===== src/rtl/spis_regfile.sv =====
// Register file for the SPI-slave bridge: command/status/debug capture registers,
// sticky buffer error flags and a timed per-side buffer soft-reset generator.
module spis_regfile #(
    parameter int NUM_DIAG  = 2,
    parameter int NUM_BUF   = 2,
    parameter int SRST_HOLD = 4
) (
    input  logic                    aclk,
    input  logic                    rst,
    input  logic [31:0]             wdata,
    input  logic                    write,
    input  logic                    read,
    input  logic [15:0]             addr,
    output logic [31:0]             rdata,
    output logic                    rvalid,
    input  logic                    avmmtransvld_up,
    input  logic [31:0]             s_status_in,
    input  logic [32*NUM_DIAG-1:0]  s_diag_in,
    input  logic [NUM_DIAG-1:0]     load_dbg_bus,
    input  logic [2*NUM_BUF-1:0]    buf_err_evt,
    output logic [2*NUM_BUF-1:0]    buf_soft_reset,
    output logic                    sft_rst_ctrl,
    output logic                    srst_busy,
    output logic [31:0]             s_cmd,
    output logic [31:0]             s_status,
    output logic [32*NUM_DIAG-1:0]  s_diag
);
    localparam int          NB        = 2 * NUM_BUF;
    localparam logic [31:0] UNMAPPED  = 32'hDEADBEEF;
    localparam logic [7:0]  HOLD_LOAD = 8'(SRST_HOLD - 1);

    typedef enum logic {ST_IDLE, ST_HOLD} srst_state_e;

    function automatic logic [15:0] sat_inc(input logic [15:0] v);
        return (v == 16'hFFFF) ? v : v + 16'd1;
    endfunction

    srst_state_e            state_q, state_d;
    logic [7:0]             cnt_q, cnt_d;
    logic [NB-1:0]          bsr_q, bsr_d;
    logic [31:0]            s_cmd_q, s_cmd_d;
    logic [31:0]            s_status_q;
    logic [32*NUM_DIAG-1:0] s_diag_q, s_diag_d;
    logic [NB-1:0]          err_sticky_q, err_sticky_d;
    logic                   sft_vld_p1_q, sft_bit_p1_q;
    logic                   sft_rst_ctrl_q, sft_rst_ctrl_d;
    logic [15:0]            unmap_cnt_q, unmap_cnt_d;
    logic [31:0]            rdata_q, rdata_d;
    logic                   rvalid_q;

    logic                   sel_cmd, sel_status, sel_err, sel_srst, sel_unmap, mapped;
    logic [NUM_DIAG-1:0]    diag_hit;
    logic [NB-1:0]          srst_bits, err_clr;
    logic [31:0]            rd_word;

    always_comb begin
        sel_cmd    = (addr == 16'h0000);
        sel_status = (addr == 16'h000C);
        sel_err    = (addr == 16'h0040);
        sel_srst   = (addr == 16'h0044);
        sel_unmap  = (addr == 16'h0048);
        diag_hit   = '0;
        for (int i = 0; i < NUM_DIAG; i++) begin
            diag_hit[i] = (addr == 16'(16 + 4 * i));
        end
        mapped = sel_cmd | sel_status | sel_err | sel_srst | sel_unmap | (|diag_hit);
    end

    // Soft-reset hold FSM: state register
    always_ff @(posedge aclk) begin
        if (rst) begin
            state_q <= ST_IDLE;
            cnt_q   <= '0;
            bsr_q   <= '0;
        end else begin
            state_q <= state_d;
            cnt_q   <= cnt_d;
            bsr_q   <= bsr_d;
        end
    end

    // Next state: a nonzero write (re)arms the hold, otherwise count down to release
    always_comb begin
        srst_bits = (write && sel_srst) ? wdata[NB-1:0] : '0;
        state_d   = state_q;
        cnt_d     = cnt_q;
        bsr_d     = bsr_q;
        if (|srst_bits) begin
            state_d = ST_HOLD;
            cnt_d   = HOLD_LOAD;
            bsr_d   = bsr_q | srst_bits;
        end else if (state_q == ST_HOLD) begin
            if (cnt_q == 8'd0) begin
                state_d = ST_IDLE;
                bsr_d   = '0;
            end else begin
                cnt_d = cnt_q - 8'd1;
            end
        end
    end

    always_comb begin
        srst_busy = (state_q == ST_HOLD);
    end

    always_comb begin
        s_cmd_d = s_cmd_q;
        if (write && sel_cmd) s_cmd_d = wdata;
        if (avmmtransvld_up)  s_cmd_d[0] = 1'b0;

        s_diag_d = s_diag_q;
        for (int i = 0; i < NUM_DIAG; i++) begin
            if (load_dbg_bus[i]) s_diag_d[32*i +: 32] = s_diag_in[32*i +: 32];
        end

        err_clr      = (write && sel_err) ? wdata[NB-1:0] : '0;
        err_sticky_d = (err_sticky_q & ~err_clr) | buf_err_evt;

        sft_rst_ctrl_d = sft_vld_p1_q ? sft_bit_p1_q : sft_rst_ctrl_q;

        unmap_cnt_d = unmap_cnt_q;
        if (write && sel_unmap)    unmap_cnt_d = '0;
        else if (write && !mapped) unmap_cnt_d = sat_inc(unmap_cnt_q);
    end

    always_comb begin
        rd_word = UNMAPPED;
        if (sel_cmd)    rd_word = s_cmd_q & 32'hFF1F_FFFF;
        if (sel_status) rd_word = s_status_q;
        if (sel_err) begin
            rd_word           = '0;
            rd_word[NB-1:0]   = err_sticky_q;
        end
        if (sel_srst) begin
            rd_word           = '0;
            rd_word[8]        = sft_rst_ctrl_q;
            rd_word[NB-1:0]   = bsr_q;
        end
        if (sel_unmap)  rd_word = {16'h0000, unmap_cnt_q};
        for (int i = 0; i < NUM_DIAG; i++) begin
            if (diag_hit[i]) rd_word = s_diag_q[32*i +: 32];
        end
        rdata_d = read ? rd_word : '0;
    end

    // Stage p1: sft_rst_ctrl write captured here, applied to the output one edge later
    always_ff @(posedge aclk) begin
        if (rst) begin
            s_cmd_q        <= '0;
            s_status_q     <= '0;
            s_diag_q       <= '0;
            err_sticky_q   <= '0;
            sft_vld_p1_q   <= 1'b0;
            sft_bit_p1_q   <= 1'b0;
            sft_rst_ctrl_q <= 1'b0;
            unmap_cnt_q    <= '0;
            rdata_q        <= '0;
            rvalid_q       <= 1'b0;
        end else begin
            s_cmd_q        <= s_cmd_d;
            s_status_q     <= s_status_in;
            s_diag_q       <= s_diag_d;
            err_sticky_q   <= err_sticky_d;
            sft_vld_p1_q   <= write && sel_srst;
            sft_bit_p1_q   <= wdata[8];
            sft_rst_ctrl_q <= sft_rst_ctrl_d;
            unmap_cnt_q    <= unmap_cnt_d;
            rdata_q        <= rdata_d;
            rvalid_q       <= read;
        end
    end

    assign rdata          = rdata_q;
    assign rvalid         = rvalid_q;
    assign buf_soft_reset = bsr_q;
    assign sft_rst_ctrl   = sft_rst_ctrl_q;
    assign s_cmd          = s_cmd_q;
    assign s_status       = s_status_q;
    assign s_diag         = s_diag_q;
endmodule


===== config.mk =====
export PLATFORM = sky130hd
export DESIGN_NAME = spis_regfile
export DESIGN_NICKNAME = d
export VERILOG_FILES = /design/src/rtl/spis_regfile.sv
export SDC_FILE = /design/constraint.sdc
export NUM_CORES = 1
export LEC_CHECK = 0
export BUFFER_PORTS_ARGS = -buffer_cell sky130_fd_sc_hd__buf_2
export CORE_MARGIN = 2
export CORE_UTILIZATION = 52
export DETAILED_ROUTE_END_ITERATION = 10
export GPL_ROUTABILITY_DRIVEN = 0
export GPL_TIMING_DRIVEN = 1
export HOLD_SLACK_MARGIN = 0.06
export PLACE_DENSITY = 0.85
export SETUP_SLACK_MARGIN = 0.1
export SLEW_MARGIN = 20
export SYNTH_ARGS = -nofsm -noshare
export SYNTH_HDL_FRONTEND = slang
export SYNTH_SLANG_ARGS = --single-unit

===== constraint.sdc =====
create_clock -name aclk -period 5.2 [get_ports aclk]
set_clock_uncertainty 0.1 [all_clocks]
set_input_delay 0 -clock aclk [delete_from_list [all_inputs] [get_ports aclk]]
set_output_delay 0 -clock aclk [all_outputs]
set_load 0.005 [all_outputs]

==> reports/qor.yml <==
drv_slew: 0
cts_root_buf: "clkbuf_16"
arrival_ns: 4.37
grt_setup_unrepaired: "no"
fillerInstances: 822
ant_nets: 0
cp_top_family: "buffers and inverters"
ios: 322
path_max_fanout: 5
setup_slack_ns: 1.11
slowest_delay_ns: 0.69
overflow: 0
dp_hpwl_um: 18400
register_area_um2: 3940
dr_total_vias: 9139
synth_top_area_share_pct: 50.1
slowest_stage: "dlygate4sd3_1"
reg2reg_from: "cnt_q[5]"
layoutNonFillerInstCount: 1517
cts.sinks: 197
cp-end-kind: "flip-flop"
cpMostUsedCell: "dlygate4sd3_1"
first_global_vias: 9364
crit_buf_inv: 6
dp_cells: 1298
layout_worst_path_cycle_share_pct: 78.7
yosysTopAreaCell: "dfxtp_1"
max_slew_margin_pct: 22.4
synth_most_common_cell: "dfxtp_1"
outcome: "completed"
syn_area_um2: 7870
crit_type: "in -> reg"
core_um2: 14600
clk_path_buf_depth: 2
fin_nets: 1476
final_core_util_pct: 81.7
worstMarginPinSlew_ns: 1.16
syn_inst: 843
finalHoldViolations: 0
initial_core_util_pct: 53.7
insertion_delay_ns: 0.44
ys_warn_count: 0
cts_buffers: 17
cp-start-kind: "primary input"
powerDensity_nw_per_um2: 285
antenna_found_initial: 3
cp-startpoint: "addr[13]"
synth-edff-count: 0
post_cts_buffers: 0
die_h_um: 127
yosysSeqAreaShare_pct: 50.1
final_area_um2: 12000
place_area_um2: 9480
grt_usage_pct: 40.4
fin_crit_ns: 4.09
cts.htree.levels: 4
grt_max_degree: 89
synth_commonest_cells: "dfxtp_1, nor2_1, nand2_1"
p_leak_nw: 5.69
synth_fp_nets: 1001
synth_area_per_cell_um2: 9.33
finalSetupTns_ns: 0
clk_pin_slew_worst_paths_ns: 0.07
drt_iter0_drc: 1077
grt_pass1_wl_um: 50200
wl_um: 33600
dr.pass1.iters: 7
cts_hold_buf: 184
ys_ff_latch: 197
clock.fmax_mhz: 244
peakVddDrop_mv: 0.235
hold_path_class: "in -> reg"
setup_viol: 0
numPortBuffers: 321
synthArstFlopShare_pct: 0
maxCapViolations: 0
cts_tree: "built"
cp_cell_sequence: "dlygate4sd3_1 > buf_2 > nor4_4 > dlygate4sd3_1 > nand3_1 > dlygate4sd3_1 > nor2_1 > dlygate4sd3_1 > nand2_1 > nor2_1 > a22o_1 > dlygate4sd3_1"
min_from: "addr[8]"
syn2layout_area_growth_pct: 52.0
die_x_um: 127
synth.distinct_cells: 60
fp.dieArea_um2: 16100
dp_slack_ns: 2.54
netlist_top_cells_area: "dfxtp_1, mux2i_1, nor2_1, nand2_1, a21oi_1"
worstPathRequired_ns: 5.48
multiInputGateArea_um2: 3640
ctsResizeCount: 0
drive_gt1_share_pct: 28.6
wire_per_inst_um: 22.1
core.rowCount: 44
synthFlopType: "dfxtp_1"
drcViolationCount: 0
viasPerCell: 6.02
==> report_power, final <==
group	switching, mW	internal, mW	total (mW)
Combinational	0.172	0.212	0.383
Clock	0.658	0.749	1.41
Sequential	0.0514	1.57	1.62
==> sequential cells by signal, summed over array words and instances (netlist names) <==
register,cells
buf_soft_reset,4
cnt_q,8
err_sticky_q,4
rdata,32
rvalid,1
s_cmd,32
s_diag,64
s_status,32
sft_bit_p1_q,1
sft_rst_ctrl,1
sft_vld_p1_q,1
srst_busy,1
unmap_cnt_q,16
==> worst register-to-register path: stages (launching register included) <==
cell           delay [ns]
dfxtp_1              0.34
or4_1                0.62
nor4_1               0.33
a31oi_2              0.20
a22o_1               0.28
dlygate4sd3_1        0.56
==> placed cells by master (no fill, tap or decap), types with 16 or more instances in the layout <==
| master | count |
|---|---|
| buf_2 | 320 |
| dfxtp_1 | 197 |
| dlygate4sd3_1 | 184 |
| nor2_1 | 126 |
| nand2_1 | 92 |
| mux2i_1 | 78 |
| a21oi_1 | 60 |
| nor2b_1 | 34 |
| o22ai_1 | 33 |
| o21ai_0 | 18 |
| clkbuf_16 | 17 |
| nand3_1 | 16 |
| xor2_1 | 16 |
==> metrics by stage <==
stage / hold slack, ns / power, mW
after floorplan: -0.0291 / 1.75
after global placement: 0.0818 / 1.89
after detailed placement: 0.0850 / 1.90
after CTS: 0.0602 / 3.36
after global routing: 0.0965 / 3.48
final: 0.0985 / 3.41
==> layout make-up <==
type / instances / share of cell area (%)
Tap cell: 184 / 1.92
Clock inverter: 14 / 1.54
Antenna cell: 2 / 0.0418
Inverter: 5 / 0.157
Sequential cell: 197 / 33.0
Timing Repair Buffer: 511 / 29.3
Clock buffer: 18 / 3.67
Multi-Input combinational cell: 586 / 30.4
==> cells by family (layout without fill, tap and decap cells) <==
group,Yosys count,in the layout,share of synthesized area (%)
xor gates and xnor gates,22,22,2.45
buffers and inverters,60,548,3.66
AOI/OAI and AO/OA,151,151,12.5
and+or+nand+nor,332,332,20.9
muxes,78,78,9.92
DFF,197,197,50.1
other,0,2,0
adders and majority gates,3,3,0.477
==> path summary, 6_finish.rpt <==
check             slack (ns)                 to  cells after the start
hold / removal           0.1           rdata[2]                      5
setup / recovery        1.11  buf_soft_reset[0]                     12
hold reg to reg         0.37          s_cmd[14]                      2
setup reg to reg        2.66  buf_soft_reset[0]                      5
==> per-layer routing <==
layer,GRT usage [%],part of all wire [%]
met2,67.8,47
met1,44.0,34
met5,0,0.039
met4,29.4,7.3
met3,11.0,11
No activity file was read; power rests on OpenSTA's default activity.
